--- config.mk ---
export PLATFORM = sky130hd
export DESIGN_NAME = mem_port_arbiter_flat
export DESIGN_NICKNAME = d
export VERILOG_FILES = /design/src/rtl/mem_port_if.sv /design/src/rtl/mem_port_arbiter.sv /design/src/flat_wrapper.sv
export SDC_FILE = /design/constraint.sdc
export NUM_CORES = 1
export LEC_CHECK = 0
export CAP_MARGIN = 40
export CORE_ASPECT_RATIO = 1.4
export CORE_MARGIN = 3
export CORE_UTILIZATION = 45
export CTS_CLUSTER_DIAMETER = 40
export DETAILED_ROUTE_END_ITERATION = 10
export GPL_ROUTABILITY_DRIVEN = 1
export HOLD_SLACK_MARGIN = 0.12
export PLACE_DENSITY = 0.85
export SYNTH_ARGS = -nofsm -noshare
export SYNTH_HDL_FRONTEND = slang
export SYNTH_SLANG_ARGS = --single-unit
--- constraint.sdc ---
create_clock -name clk -period 4.38 [get_ports clk]
set_clock_uncertainty 0.1 [all_clocks]
set_input_delay 0.438 -clock clk [delete_from_list [all_inputs] [get_ports clk]]
set_output_delay 0.438 -clock clk [all_outputs]
set_load 0.005 [all_outputs]
--- src/rtl/mem_port_if.sv ---
// Bundled fetch, data and RAM signals of the memory-port arbiter.
// The arbiter connects through slave; the requesters and RAM model connect through master.
interface mem_port_if #(
  parameter int ADDR_W = 32,
  parameter int DATA_W = 32
);
  logic              if_req;
  logic [ADDR_W-1:0] if_addr;
  logic              if_gnt;
  logic              if_done;
  logic [DATA_W-1:0] if_rdata;

  logic              d_req;
  logic              d_we;
  logic [3:0]        d_be;
  logic [ADDR_W-1:0] d_addr;
  logic [DATA_W-1:0] d_wdata;
  logic              d_gnt;
  logic              d_done;
  logic [DATA_W-1:0] d_rdata;

  logic              ram_en;
  logic              ram_we;
  logic [3:0]        ram_be;
  logic [ADDR_W-1:0] ram_addr;
  logic [DATA_W-1:0] ram_wdata;
  logic [DATA_W-1:0] ram_rdata;
  logic              ram_ready;

  logic              busy;
  logic              err;

  modport slave (
    input  if_req, if_addr, d_req, d_we, d_be, d_addr, d_wdata, ram_rdata, ram_ready,
    output if_gnt, if_done, if_rdata, d_gnt, d_done, d_rdata,
           ram_en, ram_we, ram_be, ram_addr, ram_wdata, busy, err
  );

  modport master (
    output if_req, if_addr, d_req, d_we, d_be, d_addr, d_wdata, ram_rdata, ram_ready,
    input  if_gnt, if_done, if_rdata, d_gnt, d_done, d_rdata,
           ram_en, ram_we, ram_be, ram_addr, ram_wdata, busy, err
  );
endinterface

--- src/rtl/mem_port_arbiter.sv ---
// Two-requester (fetch/data) arbiter onto a single RAM port with data priority,
// fetch anti-starvation, RAM-wait timeout and registered completion pulses.
module mem_port_arbiter #(
  parameter int ADDR_W     = 32,
  parameter int DATA_W     = 32,
  parameter int STARVE_MAX = 3,
  parameter int TIMEOUT    = 15
) (
  input  logic        clk,
  input  logic        rst_n,
  mem_port_if.slave   bus
);
  localparam int SW = (STARVE_MAX < 1) ? 1 : $clog2(STARVE_MAX + 1);
  localparam int WW = (TIMEOUT < 1) ? 1 : $clog2(TIMEOUT + 1);
  localparam logic [SW-1:0] STARVE_LIM = SW'(STARVE_MAX);
  localparam logic [WW-1:0] WAIT_LIM   = WW'(TIMEOUT);

  typedef enum logic [1:0] {IDLE = 2'd0, IF_ACC = 2'd1, D_ACC = 2'd2} state_t;

  state_t            state, state_d;
  logic [SW-1:0]     starve_cnt;
  logic [WW-1:0]     wait_cnt;
  logic [ADDR_W-1:0] lat_addr;
  logic              lat_we;
  logic [3:0]        lat_be;
  logic [DATA_W-1:0] lat_wdata;
  logic              if_done_q, d_done_q, err_q;
  logic [DATA_W-1:0] if_rdata_q, d_rdata_q;

  logic in_acc, acc_ok, acc_abort, acc_end;
  logic enter_if, enter_d;

  assign in_acc    = (state != IDLE);
  assign acc_ok    = in_acc && bus.ram_ready;
  // ready in the limit cycle wins over the timeout
  assign acc_abort = in_acc && !bus.ram_ready && (wait_cnt == WAIT_LIM);
  assign acc_end   = acc_ok || acc_abort;
  assign enter_if  = (state == IDLE) && (state_d == IF_ACC);
  assign enter_d   = (state == IDLE) && (state_d == D_ACC);

  always_ff @(posedge clk or negedge rst_n) begin
    if (!rst_n) state <= IDLE;
    else        state <= state_d;
  end

  always_comb begin
    state_d = state;
    case (state)
      IDLE: begin
        if (bus.d_req && bus.if_req)
          state_d = (starve_cnt == STARVE_LIM) ? IF_ACC : D_ACC;
        else if (bus.d_req)
          state_d = D_ACC;
        else if (bus.if_req)
          state_d = IF_ACC;
      end
      IF_ACC, D_ACC: if (acc_end) state_d = IDLE;
      default: state_d = IDLE;
    endcase
  end

  // Access qualifiers are captured once; requester inputs are don't-care until IDLE.
  always_ff @(posedge clk or negedge rst_n) begin
    if (!rst_n) begin
      lat_addr  <= '0;
      lat_we    <= 1'b0;
      lat_be    <= 4'b0000;
      lat_wdata <= '0;
    end else if (enter_d) begin
      lat_addr  <= bus.d_addr;
      lat_we    <= bus.d_we;
      lat_be    <= bus.d_be;
      lat_wdata <= bus.d_wdata;
    end else if (enter_if) begin
      lat_addr  <= bus.if_addr;
      lat_we    <= 1'b0;
      lat_be    <= 4'b1111;
      lat_wdata <= '0;
    end
  end

  always_ff @(posedge clk or negedge rst_n) begin
    if (!rst_n) begin
      starve_cnt <= '0;
      wait_cnt   <= '0;
    end else begin
      if (enter_if)
        starve_cnt <= '0;
      else if (enter_d && bus.if_req && (starve_cnt != STARVE_LIM))
        starve_cnt <= starve_cnt + 1'b1;

      if (!in_acc)
        wait_cnt <= '0;
      else if (!bus.ram_ready && (wait_cnt != WAIT_LIM))
        wait_cnt <= wait_cnt + 1'b1;
    end
  end

  always_ff @(posedge clk or negedge rst_n) begin
    if (!rst_n) begin
      if_done_q  <= 1'b0;
      d_done_q   <= 1'b0;
      if_rdata_q <= '0;
      d_rdata_q  <= '0;
      err_q      <= 1'b0;
    end else begin
      if_done_q <= (state == IF_ACC) && acc_end;
      d_done_q  <= (state == D_ACC) && acc_end;
      if ((state == IF_ACC) && acc_ok)
        if_rdata_q <= bus.ram_rdata;
      if ((state == D_ACC) && acc_ok && !lat_we)
        d_rdata_q <= bus.ram_rdata;
      if (acc_abort)
        err_q <= 1'b1;
    end
  end

  assign bus.ram_en    = in_acc;
  assign bus.ram_we    = (state == D_ACC) && lat_we;
  assign bus.ram_be    = in_acc ? lat_be : 4'b0000;
  assign bus.ram_addr  = in_acc ? lat_addr : '0;
  assign bus.ram_wdata = (state == D_ACC) ? lat_wdata : '0;

  assign bus.if_gnt    = (state == IF_ACC);
  assign bus.d_gnt     = (state == D_ACC);
  assign bus.if_done   = if_done_q;
  assign bus.d_done    = d_done_q;
  assign bus.if_rdata  = if_rdata_q;
  assign bus.d_rdata   = d_rdata_q;
  assign bus.busy      = in_acc;
  assign bus.err       = err_q;
endmodule

--- src/flat_wrapper.sv ---
// flat-port wrapper written by rule: the top's interface ports become plain ports
module mem_port_arbiter_flat 
#(
  parameter int ADDR_W     = 32,
  parameter int DATA_W     = 32,
  parameter int STARVE_MAX = 3,
  parameter int TIMEOUT    = 15
)
  (clk, rst_n, bus_if_req, bus_if_addr, bus_d_req, bus_d_we, bus_d_be, bus_d_addr, bus_d_wdata, bus_ram_rdata, bus_ram_ready, bus_if_gnt, bus_if_done, bus_if_rdata, bus_d_gnt, bus_d_done, bus_d_rdata, bus_ram_en, bus_ram_we, bus_ram_be, bus_ram_addr, bus_ram_wdata, bus_busy, bus_err);
  mem_port_if #(.ADDR_W(ADDR_W), .DATA_W(DATA_W)) bus_i ();
  input  logic clk;
  input  logic rst_n;
  input wire logic [$bits(bus_i.if_req)-1:0] bus_if_req;
  input wire logic [$bits(bus_i.if_addr)-1:0] bus_if_addr;
  input wire logic [$bits(bus_i.d_req)-1:0] bus_d_req;
  input wire logic [$bits(bus_i.d_we)-1:0] bus_d_we;
  input wire logic [$bits(bus_i.d_be)-1:0] bus_d_be;
  input wire logic [$bits(bus_i.d_addr)-1:0] bus_d_addr;
  input wire logic [$bits(bus_i.d_wdata)-1:0] bus_d_wdata;
  input wire logic [$bits(bus_i.ram_rdata)-1:0] bus_ram_rdata;
  input wire logic [$bits(bus_i.ram_ready)-1:0] bus_ram_ready;
  output wire logic [$bits(bus_i.if_gnt)-1:0] bus_if_gnt;
  output wire logic [$bits(bus_i.if_done)-1:0] bus_if_done;
  output wire logic [$bits(bus_i.if_rdata)-1:0] bus_if_rdata;
  output wire logic [$bits(bus_i.d_gnt)-1:0] bus_d_gnt;
  output wire logic [$bits(bus_i.d_done)-1:0] bus_d_done;
  output wire logic [$bits(bus_i.d_rdata)-1:0] bus_d_rdata;
  output wire logic [$bits(bus_i.ram_en)-1:0] bus_ram_en;
  output wire logic [$bits(bus_i.ram_we)-1:0] bus_ram_we;
  output wire logic [$bits(bus_i.ram_be)-1:0] bus_ram_be;
  output wire logic [$bits(bus_i.ram_addr)-1:0] bus_ram_addr;
  output wire logic [$bits(bus_i.ram_wdata)-1:0] bus_ram_wdata;
  output wire logic [$bits(bus_i.busy)-1:0] bus_busy;
  output wire logic [$bits(bus_i.err)-1:0] bus_err;
  assign bus_i.if_req = bus_if_req;
  assign bus_i.if_addr = bus_if_addr;
  assign bus_i.d_req = bus_d_req;
  assign bus_i.d_we = bus_d_we;
  assign bus_i.d_be = bus_d_be;
  assign bus_i.d_addr = bus_d_addr;
  assign bus_i.d_wdata = bus_d_wdata;
  assign bus_i.ram_rdata = bus_ram_rdata;
  assign bus_i.ram_ready = bus_ram_ready;
  assign bus_if_gnt = bus_i.if_gnt;
  assign bus_if_done = bus_i.if_done;
  assign bus_if_rdata = bus_i.if_rdata;
  assign bus_d_gnt = bus_i.d_gnt;
  assign bus_d_done = bus_i.d_done;
  assign bus_d_rdata = bus_i.d_rdata;
  assign bus_ram_en = bus_i.ram_en;
  assign bus_ram_we = bus_i.ram_we;
  assign bus_ram_be = bus_i.ram_be;
  assign bus_ram_addr = bus_i.ram_addr;
  assign bus_ram_wdata = bus_i.ram_wdata;
  assign bus_busy = bus_i.busy;
  assign bus_err = bus_i.err;
  mem_port_arbiter #(.ADDR_W(ADDR_W), .DATA_W(DATA_W), .STARVE_MAX(STARVE_MAX), .TIMEOUT(TIMEOUT)) u_core (.clk(clk), .rst_n(rst_n), .bus(bus_i));
endmodule
Word level (Yosys, flattened, before mapping)
Cells that the tools add are included.
Cells by class
  multiplexer cells: 21
  add/subtract/negate cells: 2
  equality and inequality tests: 9
  reduce and logical (&&, ||, !) cells: 23
Operators by type and width (number)
  32-bit 2-to-1 mux: 6
  4-bit 2-to-1 mux: 5
  1-bit logical AND: 15
  2-bit 2-to-1 mux: 7
  2-bit == test (second input constant): 3
  2-bit nonzero test: 3
  4-bit by 1-bit adder with 4-bit output (second input constant): 1
  2-bit by 1-bit == test with 1-bit output (second input constant): 2
  4-bit == test (second input constant): 1
  2-bit != test (second input constant): 2
  4-bit != test (second input constant): 1
  2-bit case mux with 2 select lines: 1
  2-bit by 1-bit adder with 2-bit output (second input constant): 1
  1-bit zero test: 2
  2-bit zero test: 1
  1-bit 2-to-1 mux: 2
  2-bit OR reduction: 1
  1-bit logical OR: 1
Word-level totals
  word-level logic and storage cells: 67
  input port bits: 138
  flip-flop bits (word level): 144
  output and inout port bits: 140

Depth between registers and ports, before layout
Gate-level depths: netlist (run 1).
  depth in word-level cells: 12
  mapped depth: 10
  gate-level depth less buffers: 7

Least setup slack after synthesis (run 1)
Ideal clock, no wire load.
  path type: reg2reg
  start point: reg u_core.state[1]
  end point: reg u_core.lat_addr[0]
  slack: 2369 ps
  period minus slack after synthesis: 2011 ps
  stages on the path, launching flop included: 10
  path buffers: 2
  setup time: 77 ps
  arrival time: 1833 ps
  cell sequence: dfrtp_1 -> inv_1 -> ha_1 -> nand2b_1 -> a21oi_1 -> and3_4 -> buf_4 -> buf_4 -> a21oi_1 -> a21oi_1
Between the ends
  longest elaborated chain between the ends: 9
RTL lines
  start, declared: RTL line mem_port_arbiter.sv:20  | state_t state, state_d;
  start signal, assigned: RTL line mem_port_arbiter.sv:43  | else state <= state_d;
  2-bit nonzero test: RTL line mem_port_arbiter.sv:33  | assign in_acc = (state != IDLE);
  1-bit logical AND (2 in series): RTL line mem_port_arbiter.sv:36  | assign acc_abort = in_acc && !bus.ram_ready && (wait_cnt == WAIT_LIM);
  1-bit logical OR: RTL line mem_port_arbiter.sv:37  | assign acc_end = acc_ok || acc_abort;
  2-bit 2-to-1 mux: RTL line mem_port_arbiter.sv:57  | IF_ACC, D_ACC: if (acc_end) state_d = IDLE;
  2-bit case mux with 2 select lines: RTL line mem_port_arbiter.sv:48  | case (state)
  2-bit == test / 2-bit by 1-bit == test with 1-bit output (equally long branches): RTL line mem_port_arbiter.sv:39, mem_port_arbiter.sv:38
  1-bit logical AND (on tied branches): RTL line mem_port_arbiter.sv:39, mem_port_arbiter.sv:38
  32-bit 2-to-1 mux / 2-bit nonzero test (equally long branches)
  end signal, assigned: RTL line mem_port_arbiter.sv:70  | lat_addr <= bus.d_addr;
  end signal, assigned: RTL line mem_port_arbiter.sv:75  | lat_addr <= bus.if_addr;
  end, declared: RTL line mem_port_arbiter.sv:23  | logic [ADDR_W-1:0] lat_addr;
Several ways; a longest one is shown, not always the timed one.
A chain may end at the register's enable or synchronous reset.

Worst setup path in the final report (run 1)
  start point: reg u_core.state[0]
  end point: out bus_ram_addr[5]
Between the ends
  longest elaborated chain between the ends: 2
RTL lines
  2-bit nonzero test: RTL line mem_port_arbiter.sv:33
  32-bit 2-to-1 mux: RTL line mem_port_arbiter.sv:121  | assign bus.ram_addr = in_acc ? lat_addr : '0;
  end, declared: RTL line flat_wrapper.sv:31  | output wire logic [$bits(bus_i.ram_addr)-1:0] bus_ram_addr;
No other way between the ends.

==> Implementation_results.wiki, run 1 <==
{| class="wikitable"
! Metric !! Value
|-
| Status || finished clean
|-
| Routed wire per std cell || 18.6 um
|-
| Maximum number of pins on one net before global-route repair || 99
|-
| Total Wirelength || 18600 um
|-
| Power density normalized to cell area || 725 nW/um2
|-
| Full die area || 15400 um2
|-
| Clock insertion delay at the later pin of the skew report || about 400 ps
|-
| Root Buffer Master || sky130_fd_sc_hd__clkbuf_16
|-
| Worst VDD drop || 0.403 mV
|-
| Instance count of the mapped netlist || roughly 540
|-
| Initial Utilization || between 40 and 50%
|-
| Final-report max-slew violation count || 0
|-
| # Max-Cap Violations || 0
|-
| Min-Delay Path Depth || 1
|-
| TritonCTS Buffers || 17
|-
| Crit-path max cell delay || 600 ps
|-
| Clock slew at reported path FFs || 60 ps
|-
| Boundary Pins || 278
|-
| Most frequent standard cell in the layout excluding fill and tap cells || sky130_fd_sc_hd__clkdlybuf4s50_1
|-
| Total negative slack || 0 ps
|-
| IO buf count || 277
|-
| Total number of vias || 5227
|-
| Routability cong. || a little over 0.8
|-
| Count of clock tree sinks || 144
|-
| Buffer count from post-CTS setup fixing || 0
|-
| Antenna cells || 0
|-
| Placeable core region || 13500 um2
|-
| Antenna violations before repair || 0
|-
| Dominant delay contributor by cell family on the critical path || buffers and inverters
|-
| Worst reg2reg path endpoint || u_core.lat_addr[14]
|-
| Number of library cell types mapped by synthesis || 37
|-
| DRC violations left || 0
|-
| Worst setup slack for register-to-register paths || 1280 ps
|-
| Number of synthesized register bits || between 100 and 150
|-
| Achievable frequency || ~310 MHz
|-
| Max H-tree Level || 4
|-
| Post-placement setup slack || 1360 ps
|-
| Post-route clock period utilization || around 73%
|-
| Chip width || ~110 um
|-
| Most frequent cells in the layout || 276 x sky130_fd_sc_hd__clkdlybuf4s50_1, 144 x sky130_fd_sc_hd__dfrtp_1, 68 x sky130_fd_sc_hd__a21oi_1, 64 x sky130_fd_sc_hd__mux2_2, 42 x sky130_fd_sc_hd__nor2_1
|-
| Number of hold violations in the final report || 0
|-
| Via count of the first global-routing pass || approximately 5700
|-
| Kind of path behind the tightest hold check || reg2reg
|-
| First-pass iteration count of the detailed router || 4
|-
| Number of nets in the layout || 950
|-
| Arrival time at the worst endpoint || 2650 ps
|-
| Initial DRC count || 160
|-
| Overall die height || around 150 um
|-
| Actual transition at the worst max-transition pin || 879 ps
|-
| Maximum count of clock buffers along a single path || 2
|-
| Leakage power figure || 4.23 nW
|-
| Slowest stage cell, crit path || sky130_fd_sc_hd__ha_1
|-
| Detail-routed via count per cell || 5.23
|-
| Biggest fanout along the worst timing path || 31
|-
| End point of the worst hold path || u_core.bus.err
|-
| Cts-stage hold buffer count || 1
|-
| Number of cell instances on the worst register-to-register path || 8
|-
| Data required time at the worst endpoint || 3840 ps
|-
| Critical Setup Path Class || reg2out
|-
| Number of standard-cell rows in the floorplan || 50
|-
| Crit path setup slack, layout || 1190 ps
|-
| Share of final-layout standard cells stronger than drive strength 1 || 13.6%
|-
| Sum of buffers and inverters on the critical path || 3
|-
| Series of cell instances along the critical path || inv_1, ha_1, buf_4, nor2b_1, clkdlybuf4s50_1
|-
| Post-cts resize count || 0
|-
| Kind of end point of the critical path || primary output
|-
| Count of warnings emitted by yosys || 0
|-
| Crit Reg-Reg Startpoint || u_core.state[0]
|-
| Global-route wire length before repair || 29800 um
|-
| CP startpoint kind || register
|-
| Post-synthesis sequential area ratio || 57.6%
|-
| Synth Net Count || about 700
|-
| Synth Cell Area || 6260 um2
|-
| Residual antenna-violating net count after detailed routing || 0
|-
| Average cell area after synthesis || roughly 12 um2
|-
| Hold wc startpoint || u_core.bus.err
|-
| Post-Layout Cell Count || 1000
|-
| Relative max-transition margin || approximately 41%
|-
| Total global routing overflow || 0
|-
| Dpl hpwl || 13300 um
|-
| Layout area overhead || 56.4%
|-
| Number of setup violations in the final report || 0
|-
| CTS tree || yes
|-
| Cells after DPL || about 970
|-
| Combined global-route utilization of all metal layers || 24.5%
|-
| Setup repair after global routing missed its margin || false
|-
| Shortest period the worst path allows || 3190 ps
|}
-- worst max path at each step --
stage,from,cells past startpoint,slack [ps],to
global route,u_core.state[0],5,1050,bus_ram_addr[5]
global placement,u_core.state[0],8,1540,u_core.lat_addr[10]
floorplan,u_core.state[1],9,2370,u_core.lat_addr[0]
finish,u_core.state[0],5,1190,bus_ram_addr[5]
CTS,u_core.state[0],5,1200,bus_ram_addr[15]
detailed placement,u_core.state[0],8,1360,u_core.lat_addr[11]
-- power by group --
| part | switching, mW | internal [mW] | leakage [nW] | total, mW |
|---|---|---|---|---|
| Clock | 0.566 | 1.01 | 0.309 | 1.57 |
| Combinational | 1.32 | 1.88 | 2.17 | 3.20 |
| Sequential | 0.351 | 1.97 | 1.75 | 2.32 |
| Total | 2.24 | 4.86 | 4.23 | 7.10 |
-- per-stage QoR --
step / hold slack (ps) / cell area [um2] / power, mW / utilization, %
3_5_place_dp: 372 / 9140 / 5.53 / 67.6
2_1_floorplan: 42.4 / 6260 / 3.84 / -
5_1_grt: 406 / 9790 / 7.53 / 72.5
3_3_place_gp: 367 / 9130 / 5.36 / 67.5
6_report: 383 / 9790 / 7.10 / 72.5
4_1_cts: 386 / 9790 / 7.15 / 72.5
-- final cells by class --
cell class	count	area (um2)
tap	182	228
fill	953	3720
sequential	144	3600
clock inverter	14	215
inverter	5	18.8
multi-input combinational	352	2450
clock buffer	17	425
timing repair buffer	286	2850
-- synthesized netlist by cell type, drive strengths merged --
master	instances	area, um2
and2	35	219
xnor2	2	17.5
and2b	1	7.51
o22a	4	35.0
a31oi	1	6.26
a311oi	1	8.76
xor2	1	8.76
nor3b	1	12.5
nand3	2	10.0
o211ai	1	12.5
nand2b	5	31.3
o21ai	1	5.00
and3	2	17.5
mux2i	2	20.0
o22ai	2	12.5
inv	5	18.8
ha	6	75.1
mux2	64	721
dfrtp	144	3600
a21oi	68	340
nand2	35	131
nor2b	36	225
nand4b	1	8.76
clkbuf	14	52.6
o211a	1	10.0
a22o	33	289
buf	21	144
nand4	1	6.26
nor2	43	178
o221ai	1	15.0
o21bai	1	7.51
and4	1	11.3
-- per-layer routing --
layer	up-vias	global-route usage (%)	part of all wire, %
li1	2388	-	-
met1	2571	26.7	37
met2	229	44.5	53
met3	39	6.88	6.9
met4	0	9.72	3.2
met5	-	0	0
-- cells by family (layout without fill, tap and decap cells) --
group | count (synthesis) | count (layout) | synth area share, %
AOI/OAI and AO/OA | 114 | 114 | 11.9
xor gates and xnor gates | 3 | 3 | 0.420
adders and majority gates | 6 | 6 | 1.20
buffers and inverters | 40 | 322 | 3.44
DFF | 144 | 144 | 57.6
muxes | 66 | 66 | 11.8
and+or+nand+nor | 163 | 163 | 13.7
-- sequential cells by signal, summed over array words and instances, names as in the netlist, 2 cells and up --
register             flops
u_core.wait_cnt          4
u_core.lat_addr         32
u_core.state             2
u_core.lat_be            4
u_core.starve_cnt        2
u_core.lat_wdata        32
u_core.bus.d_rdata      32
u_core.bus.if_rdata     32
No activity file was read; power rests on OpenSTA's default activity.
==> inputs of run 2 (changes only) <==
--- a/config.mk
+++ b/config.mk
@@ -8,12 +8,12 @@
 export CAP_MARGIN = 40
 export CORE_ASPECT_RATIO = 1.4
 export CORE_MARGIN = 3
-export CORE_UTILIZATION = 45
+export CORE_UTILIZATION = 42
 export CTS_CLUSTER_DIAMETER = 40
 export DETAILED_ROUTE_END_ITERATION = 10
 export GPL_ROUTABILITY_DRIVEN = 1
 export HOLD_SLACK_MARGIN = 0.12
-export PLACE_DENSITY = 0.85
+export PLACE_DENSITY = 0.8
 export SYNTH_ARGS = -nofsm -noshare
 export SYNTH_HDL_FRONTEND = slang
 export SYNTH_SLANG_ARGS = --single-unit
==> constraint.sdc (replaced) <==
create_clock -name clk -period 3.3 [get_ports clk]
set_clock_uncertainty 0.1 [all_clocks]
set_input_delay 0.33 -clock clk [delete_from_list [all_inputs] [get_ports clk]]
set_output_delay 0.33 -clock clk [all_outputs]
set_load 0.005 [all_outputs]
==> Implementation_results.wiki, run 2 (same netlist as run 1, synthesis figures left out) <==
{| class="wikitable"
! Metric !! Value
|-
| Maximum number of pins on one net before global-route repair || 60 (-39%)
|-
| Relative max-transition margin || 58.6% (+17 points)
|-
| Power density normalized to cell area || 943 nW/um2 (+30%)
|-
| Detail-routed via count per cell || 5.13 (-1.9%)
|-
| Post-placement setup slack || 690 ps (-667 ps)
|-
| Critical Setup Path Class || reg2out
|-
| Kind of end point of the critical path || primary output
|-
| Total Wirelength || 17500 um (-6.0%)
|-
| Most frequent cells in the layout || 276 x sky130_fd_sc_hd__clkdlybuf4s50_1, 144 x sky130_fd_sc_hd__dfrtp_1, 68 x sky130_fd_sc_hd__a21oi_1, 64 x sky130_fd_sc_hd__mux2_2, 42 x sky130_fd_sc_hd__nor2_1
|-
| Actual transition at the worst max-transition pin || 620 ps (-259 ps)
|-
| Number of cell instances on the worst register-to-register path || 8 (unchanged)
|-
| Routability cong. || 0.828 (+1.6%)
|-
| TritonCTS Buffers || 17 (unchanged)
|-
| Final-report max-slew violation count || 0 (unchanged)
|-
| Total power consumption of the routed design || 9.24 mW (+30%)
|-
| Maximum count of clock buffers along a single path || 2 (unchanged)
|-
| Total negative slack || 0 ps (unchanged)
|-
| CP startpoint kind || register
|-
| Chip width || 109 um (+3.3%)
|-
| Count of filler cells inserted in the layout || 1055 (+11%)
|-
| Placeable core region || 14500 um2 (+7.4%)
|-
| Share of final-layout standard cells stronger than drive strength 1 || 13.8% (+0.19 points)
|-
| Worst setup slack for register-to-register paths || 650 ps (-630 ps)
|-
| Sum of buffers and inverters on the critical path || 3 (unchanged)
|-
| Layout area overhead || 56.5% (about the same)
|-
| Kind of path behind the tightest hold check || in2async
|-
| Global-route wire length before repair || 27000 um (-9.6%)
|-
| Crit Reg-Reg Startpoint || u_core.state[1]
|-
| # Max-Cap Violations || 0 (unchanged)
|-
| Residual antenna-violating net count after detailed routing || 0 (unchanged)
|-
| Crit path setup slack, layout || 431 ps (-760 ps)
|-
| Full die area || 16400 um2 (+6.8%)
|-
| Boundary Pins || 278 (unchanged)
|-
| Count of clock tree sinks || 144 (unchanged)
|-
| Achievable frequency || 349 MHz
|-
| Slowest stage cell, crit path || sky130_fd_sc_hd__dfrtp_1
|-
| Crit-path max cell delay || 460 ps (-140 ps)
|-
| Status || finished clean
|-
| Worst VDD drop || 0.477 mV (+18%)
|-
| Root Buffer Master || sky130_fd_sc_hd__clkbuf_16
|-
| CTS tree || yes
|-
| Max H-tree Level || 4 (unchanged)
|-
| Buffer count from post-CTS setup fixing || 0 (unchanged)
|-
| Data required time at the worst endpoint || 2870 ps (-970 ps)
|-
| Worst reg2reg path endpoint || u_core.lat_addr[25]
|-
| Initial DRC count || 217 (+36%)
|-
| Clock slew at reported path FFs || 60 ps (about the same)
|-
| Post-route clock period utilization || 86.9%
|-
| Initial Utilization || 43.2% (-3.2 points)
|-
| Antenna violations before repair || 0 (unchanged)
|-
| DRC violations left || 0 (unchanged)
|-
| Via count of the first global-routing pass || 5429 (-4.4%)
|-
| Arrival time at the worst endpoint || 2440 ps (-210 ps)
|-
| Number of hold violations in the final report || 0 (unchanged)
|-
| Number of standard-cell rows in the floorplan || 52 (+4.0%)
|-
| IO buf count || 277 (unchanged)
|-
| Shortest period the worst path allows || 2870 ps
|-
| Number of nets in the layout || 952 (+0.21%)
|-
| Clock insertion delay at the later pin of the skew report || 410 ps (about the same)
|-
| Antenna cells || 0 (unchanged)
|-
| Post-cts resize count || 0 (unchanged)
|-
| Total number of vias || 5178 (-0.94%)
|-
| Total global routing overflow || 0 (unchanged)
|-
| Number of setup violations in the final report || 0 (unchanged)
|-
| Setup repair after global routing missed its margin || false
|-
| Most frequent standard cell in the layout excluding fill and tap cells || sky130_fd_sc_hd__clkdlybuf4s50_1
|-
| Dominant delay contributor by cell family on the critical path || buffers and inverters
|-
| Dpl hpwl || 12900 um (-3.1%)
|-
| First-pass iteration count of the detailed router || 4 (unchanged)
|-
| Routed wire per std cell || 17.3 um (-7.0%)
|-
| Series of cell instances along the critical path || inv_1, ha_1, buf_4, nor2b_1, clkdlybuf4s50_1
|-
| Combined global-route utilization of all metal layers || 21.2% (-3.4 points)
|-
| Leakage power figure || 4.23 nW (about the same)
|-
| Overall die height || 150 um (+3.4%)
|-
| Biggest fanout along the worst timing path || 37 (+19%)
|}
==> run 2: cell types whose count changed in the layout (fill, tap and decap cells not counted), moves of 2 or more <==
cell	change
sky130_fd_sc_hd__clkinv_2	-3
sky130_fd_sc_hd__buf_4	+2
sky130_fd_sc_hd__bufinv_16	-2
sky130_fd_sc_hd__inv_6	+2
==> run 2: how the worst max path moves through the flow <==
stage | slack, ps | to | start | depth (start not counted)
2_1_floorplan | 1290 | u_core.lat_addr[0] | u_core.state[1] | 9
4_1_cts | 420 | bus_ram_addr[22] | u_core.state[0] | 5
3_3_place_gp | 820 | u_core.lat_wdata[4] | bus_d_req | 6
6_report | 430 | bus_ram_addr[9] | u_core.state[1] | 5
5_1_grt | 270 | bus_ram_addr[22] | u_core.state[0] | 5
3_5_place_dp | 690 | u_core.lat_addr[25] | u_core.state[0] | 8
==> run 2: repair_timing <==
action                                  4_1_cts  5_1_grt
hold buffers                                  1        0
hold endpoints to repair                     57        0
endpoints found under the setup margin        0        0
==> run 2: cell type report <==
type / count / area [um2] / share of cell area (%)
Tap cell: 189 / 236 / 2.41
Inverter: 5 / 18.8 / 0.192
Clock inverter: 13 / 178 / 1.81
Sequential cell: 144 / 3600 / 36.8
Timing Repair Buffer: 288 / 2870 / 29.3
Multi-Input combinational cell: 352 / 2450 / 25.0
Clock buffer: 19 / 443 / 4.52
==> run 2: power breakdown <==
group | switching [mW] | internal [mW] | total, mW
clock | 0.755 | 1.23 | 1.98
sequential | 0.442 | 2.61 | 3.05
combinational | 1.71 | 2.50 | 4.21
==> run 2: routing by layer <==
metal | GRT usage, % | part of all wire (%)
met4 | 7.42 | 2.3
met3 | 5.41 | 6.7
met5 | 0 | 0
met1 | 23.3 | 37
met2 | 39.0 | 54
==> run 2: metrics by stage <==
step	util, %	cell area (um2)	std cells	hold WS [ps]
floorplan	-	6260	536	-65.6
global placement	63.2	9170	977	231
detailed placement	63.2	9170	977	237
CTS	67.5	9800	1010	367
global route	67.5	9800	1010	379
finish	67.5	9800	1010	356
==> inputs of run 3 (changes only) <==
--- a/config.mk
+++ b/config.mk
@@ -7,7 +7,6 @@
 export LEC_CHECK = 0
 export CAP_MARGIN = 40
 export CORE_ASPECT_RATIO = 1.4
-export CORE_MARGIN = 3
 export CORE_UTILIZATION = 42
 export CTS_CLUSTER_DIAMETER = 40
 export DETAILED_ROUTE_END_ITERATION = 10
==> Implementation_results.wiki, run 3 (same netlist as run 1, synthesis figures left out) <==
{| class="wikitable"
! Metric !! Value
|-
| Count of filler cells inserted in the layout || 1072 (+1.6%)
|-
| CTS tree || yes
|-
| Clock insertion delay at the later pin of the skew report || 410 ps (about the same)
|-
| Via count of the first global-routing pass || 5579 (+2.8%)
|-
| Final-report max-slew violation count || 0 (unchanged)
|-
| Count of clock tree sinks || 144 (unchanged)
|-
| Buffer count from post-CTS setup fixing || 0 (unchanged)
|-
| Placeable core region || 14500 um2 (unchanged)
|-
| Overall die height || 146 um (-2.7%)
|-
| Max H-tree Level || 4 (unchanged)
|-
| Post-placement setup slack || 695 ps (+5.00 ps)
|-
| DRC violations left || 0 (unchanged)
|-
| Worst hold margin || 293 ps (-62.8 ps)
|-
| Detail-routed via count per cell || 5.20 (+1.5%)
|-
| Root Buffer Master || sky130_fd_sc_hd__clkbuf_16
|-
| Power Internal || 6.46 mW (+2.1%)
|-
| Actual transition at the worst max-transition pin || 612 ps (-8.31 ps)
|-
| Residual antenna-violating net count after detailed routing || 0 (unchanged)
|-
| Maximum number of pins on one net before global-route repair || 76 (+27%)
|-
| Fraction of power spent switching nets || 31.2% (-0.26 points)
|-
| Layout area overhead || 57.1%
|-
| CP startpoint kind || register
|-
| Arrival time at the worst endpoint || 2420 ps (-20 ps)
|-
| Setup repair after global routing missed its margin || false
|-
| Share of final-layout standard cells stronger than drive strength 1 || 13.8% (unchanged)
|-
| Post-route clock period utilization || 86.5% (-0.47 points)
|-
| Register area || 3600 um2 (unchanged)
|-
| Routability cong. || 0.808 (-2.4%)
|-
| Boundary Pins || 278 (unchanged)
|-
| Shortest period the worst path allows || 2850 ps (-15.6 ps)
|-
| Total number of vias || 5254 (+1.5%)
|-
| Leakage power figure || 4.25 nW (+0.45%)
|-
| Total negative slack || 0 ps (unchanged)
|-
| Power share of the clock group || 22.6% (+1.1 points)
|-
| Post-Layout Cell Count || 1010 (unchanged)
|-
| Biggest fanout along the worst timing path || 38 (+2.7%)
|-
| Status || finished clean
|-
| Most frequent standard cell in the layout excluding fill and tap cells || sky130_fd_sc_hd__clkdlybuf4s50_1
|-
| Switching pwr || 2.93 mW (+0.83%)
|-
| Worst VDD drop || 0.414 mV (-13%)
|-
| # Max-Cap Violations || 0 (unchanged)
|-
| Antenna cells || 0 (unchanged)
|-
| Number of standard-cell rows in the floorplan || 52 (unchanged)
|-
| IO buf count || 277 (unchanged)
|-
| Combined global-route utilization of all metal layers || 22.8% (+1.7 points)
|-
| Most frequent cells in the layout || 276 x sky130_fd_sc_hd__clkdlybuf4s50_1, 144 x sky130_fd_sc_hd__dfrtp_1, 68 x sky130_fd_sc_hd__a21oi_1, 64 x sky130_fd_sc_hd__mux2_2, 42 x sky130_fd_sc_hd__nor2_1
|-
| Power density normalized to cell area || 955 nW/um2 (+1.3%)
|-
| Final std cell area, no fill || 9840 um2 (+0.37%)
|-
| Portion of total power attributed to combinational logic || 44.8% (-0.7 points)
|-
| DP Area || 9170 um2 (unchanged)
|-
| Post-cts resize count || 0 (unchanged)
|-
| Cells after DPL || 977 (unchanged)
|-
| Number of nets in the layout || 952 (unchanged)
|-
| Critical Setup Path Class || reg2out
|-
| Initial Utilization || 43.2% (unchanged)
|-
| Crit path setup slack, layout || 447 ps (+15.6 ps)
|-
| Routed wire per std cell || 17.3 um (+0.23%)
|-
| Initial DRC count || 192 (-12%)
|-
| Number of hold violations in the final report || 0 (unchanged)
|-
| Kind of end point of the critical path || primary output
|-
| Sequential share of power || 32.6% (-0.4 points)
|-
| Global-route wire length before repair || 27400 um (+1.8%)
|-
| Clock slew at reported path FFs || 60 ps (about the same)
|-
| Total Wirelength || 17500 um (+0.23%)
|-
| Achievable frequency || 350 MHz (+0.55%)
|-
| Total global routing overflow || 0 (unchanged)
|-
| Dpl hpwl || 12700 um (-1.9%)
|-
| Relative max-transition margin || 59.2% (+0.55 points)
|-
| Data required time at the worst endpoint || 2870 ps (about the same)
|-
| First-pass iteration count of the detailed router || 4 (unchanged)
|-
| Chip width || 105 um (-3.7%)
|-
| Antenna violations before repair || 0 (unchanged)
|-
| Full die area || 15400 um2 (-6.2%)
|-
| Number of setup violations in the final report || 0 (unchanged)
|-
| Kind of path behind the tightest hold check || in2async
|-
| Maximum count of clock buffers along a single path || 2 (unchanged)
|-
| Area taken by multi-input logic gates || 2450 um2 (unchanged)
|-
| TritonCTS Buffers || 17 (unchanged)
|}
==> run 3: cell types whose count changed in the layout (fill, tap and decap cells not counted), sizes merged <==
| cell | previous run | this run |
|---|---|---|
| clkinv | 4 | 1 |
| bufinv | 3 | 5 |
| inv | 9 | 11 |
| clkbuf | 19 | 18 |
==> run 3: area by class of cell <==
| class | count | area share, % |
|---|---|---|
| Clock inverter | 14 | 2.32 |
| Clock buffer | 18 | 4.36 |
| Inverter | 5 | 0.191 |
| Multi-Input combinational cell | 352 | 24.9 |
| Tap cell | 189 | 2.40 |
| Sequential cell | 144 | 36.6 |
| Timing Repair Buffer | 288 | 29.2 |
==> run 3: critical path: stages, from the launching register on <==
cell	delay (ps)
sky130_fd_sc_hd__dfrtp_1	450
sky130_fd_sc_hd__inv_1	120
sky130_fd_sc_hd__ha_1	380
sky130_fd_sc_hd__buf_4	450
sky130_fd_sc_hd__nor2b_1	130
sky130_fd_sc_hd__clkdlybuf4s50_1	460
==> run 3: through the flow <==
| stage | power, mW | utilization (%) |
|---|---|---|
| after floorplan | 5.10 | - |
| after global placement | 7.11 | 63.2 |
| after detailed placement | 7.31 | 63.2 |
| after CTS | 9.47 | 67.8 |
| after global routing | 9.94 | 67.8 |
| final | 9.39 | 67.8 |
==> run 3: per-layer routing <==
layer	global-route usage [%]	wire length [um]	share of wire [%]
met5	0	0	0
met4	11.4	617	3.5
met3	5.45	1070	6.1
met2	41.6	9360	53
met1	24.4	6450	37
==> run 3: timing repair <==
item / in CTS / in global routing
hold buffers: 1 / 0
endpoints found under the setup margin: 0 / 0
hold endpoints to repair: 40 / 0
==> run 3: power groups by stage <==
stage | registers, mW | clock network (mW) | logic (mW)
final | 3.06 | 2.13 | 4.21
after global routing | 3.15 | 2.24 | 4.55
after CTS | 3.06 | 2.16 | 4.26
after detailed placement | 3.07 | 0 | 4.24
after global placement | 3.02 | 0 | 4.09
after floorplan | 3.00 | 0 | 2.10
==> run 3: path summary, 6_finish.rpt <==
kind	start	end	slack, ps	cells past startpoint
min	rst_n	u_core.lat_wdata[30]	290	2
min reg2reg	u_core.bus.err	u_core.bus.err	370	1
max	u_core.state[1]	bus_ram_addr[9]	450	5
max in group asynchronous	rst_n	u_core.bus.if_rdata[2]	2080	3
min in group clk	u_core.bus.err	u_core.bus.err	370	1
max reg2reg	u_core.state[1]	u_core.lat_wdata[0]	660	7
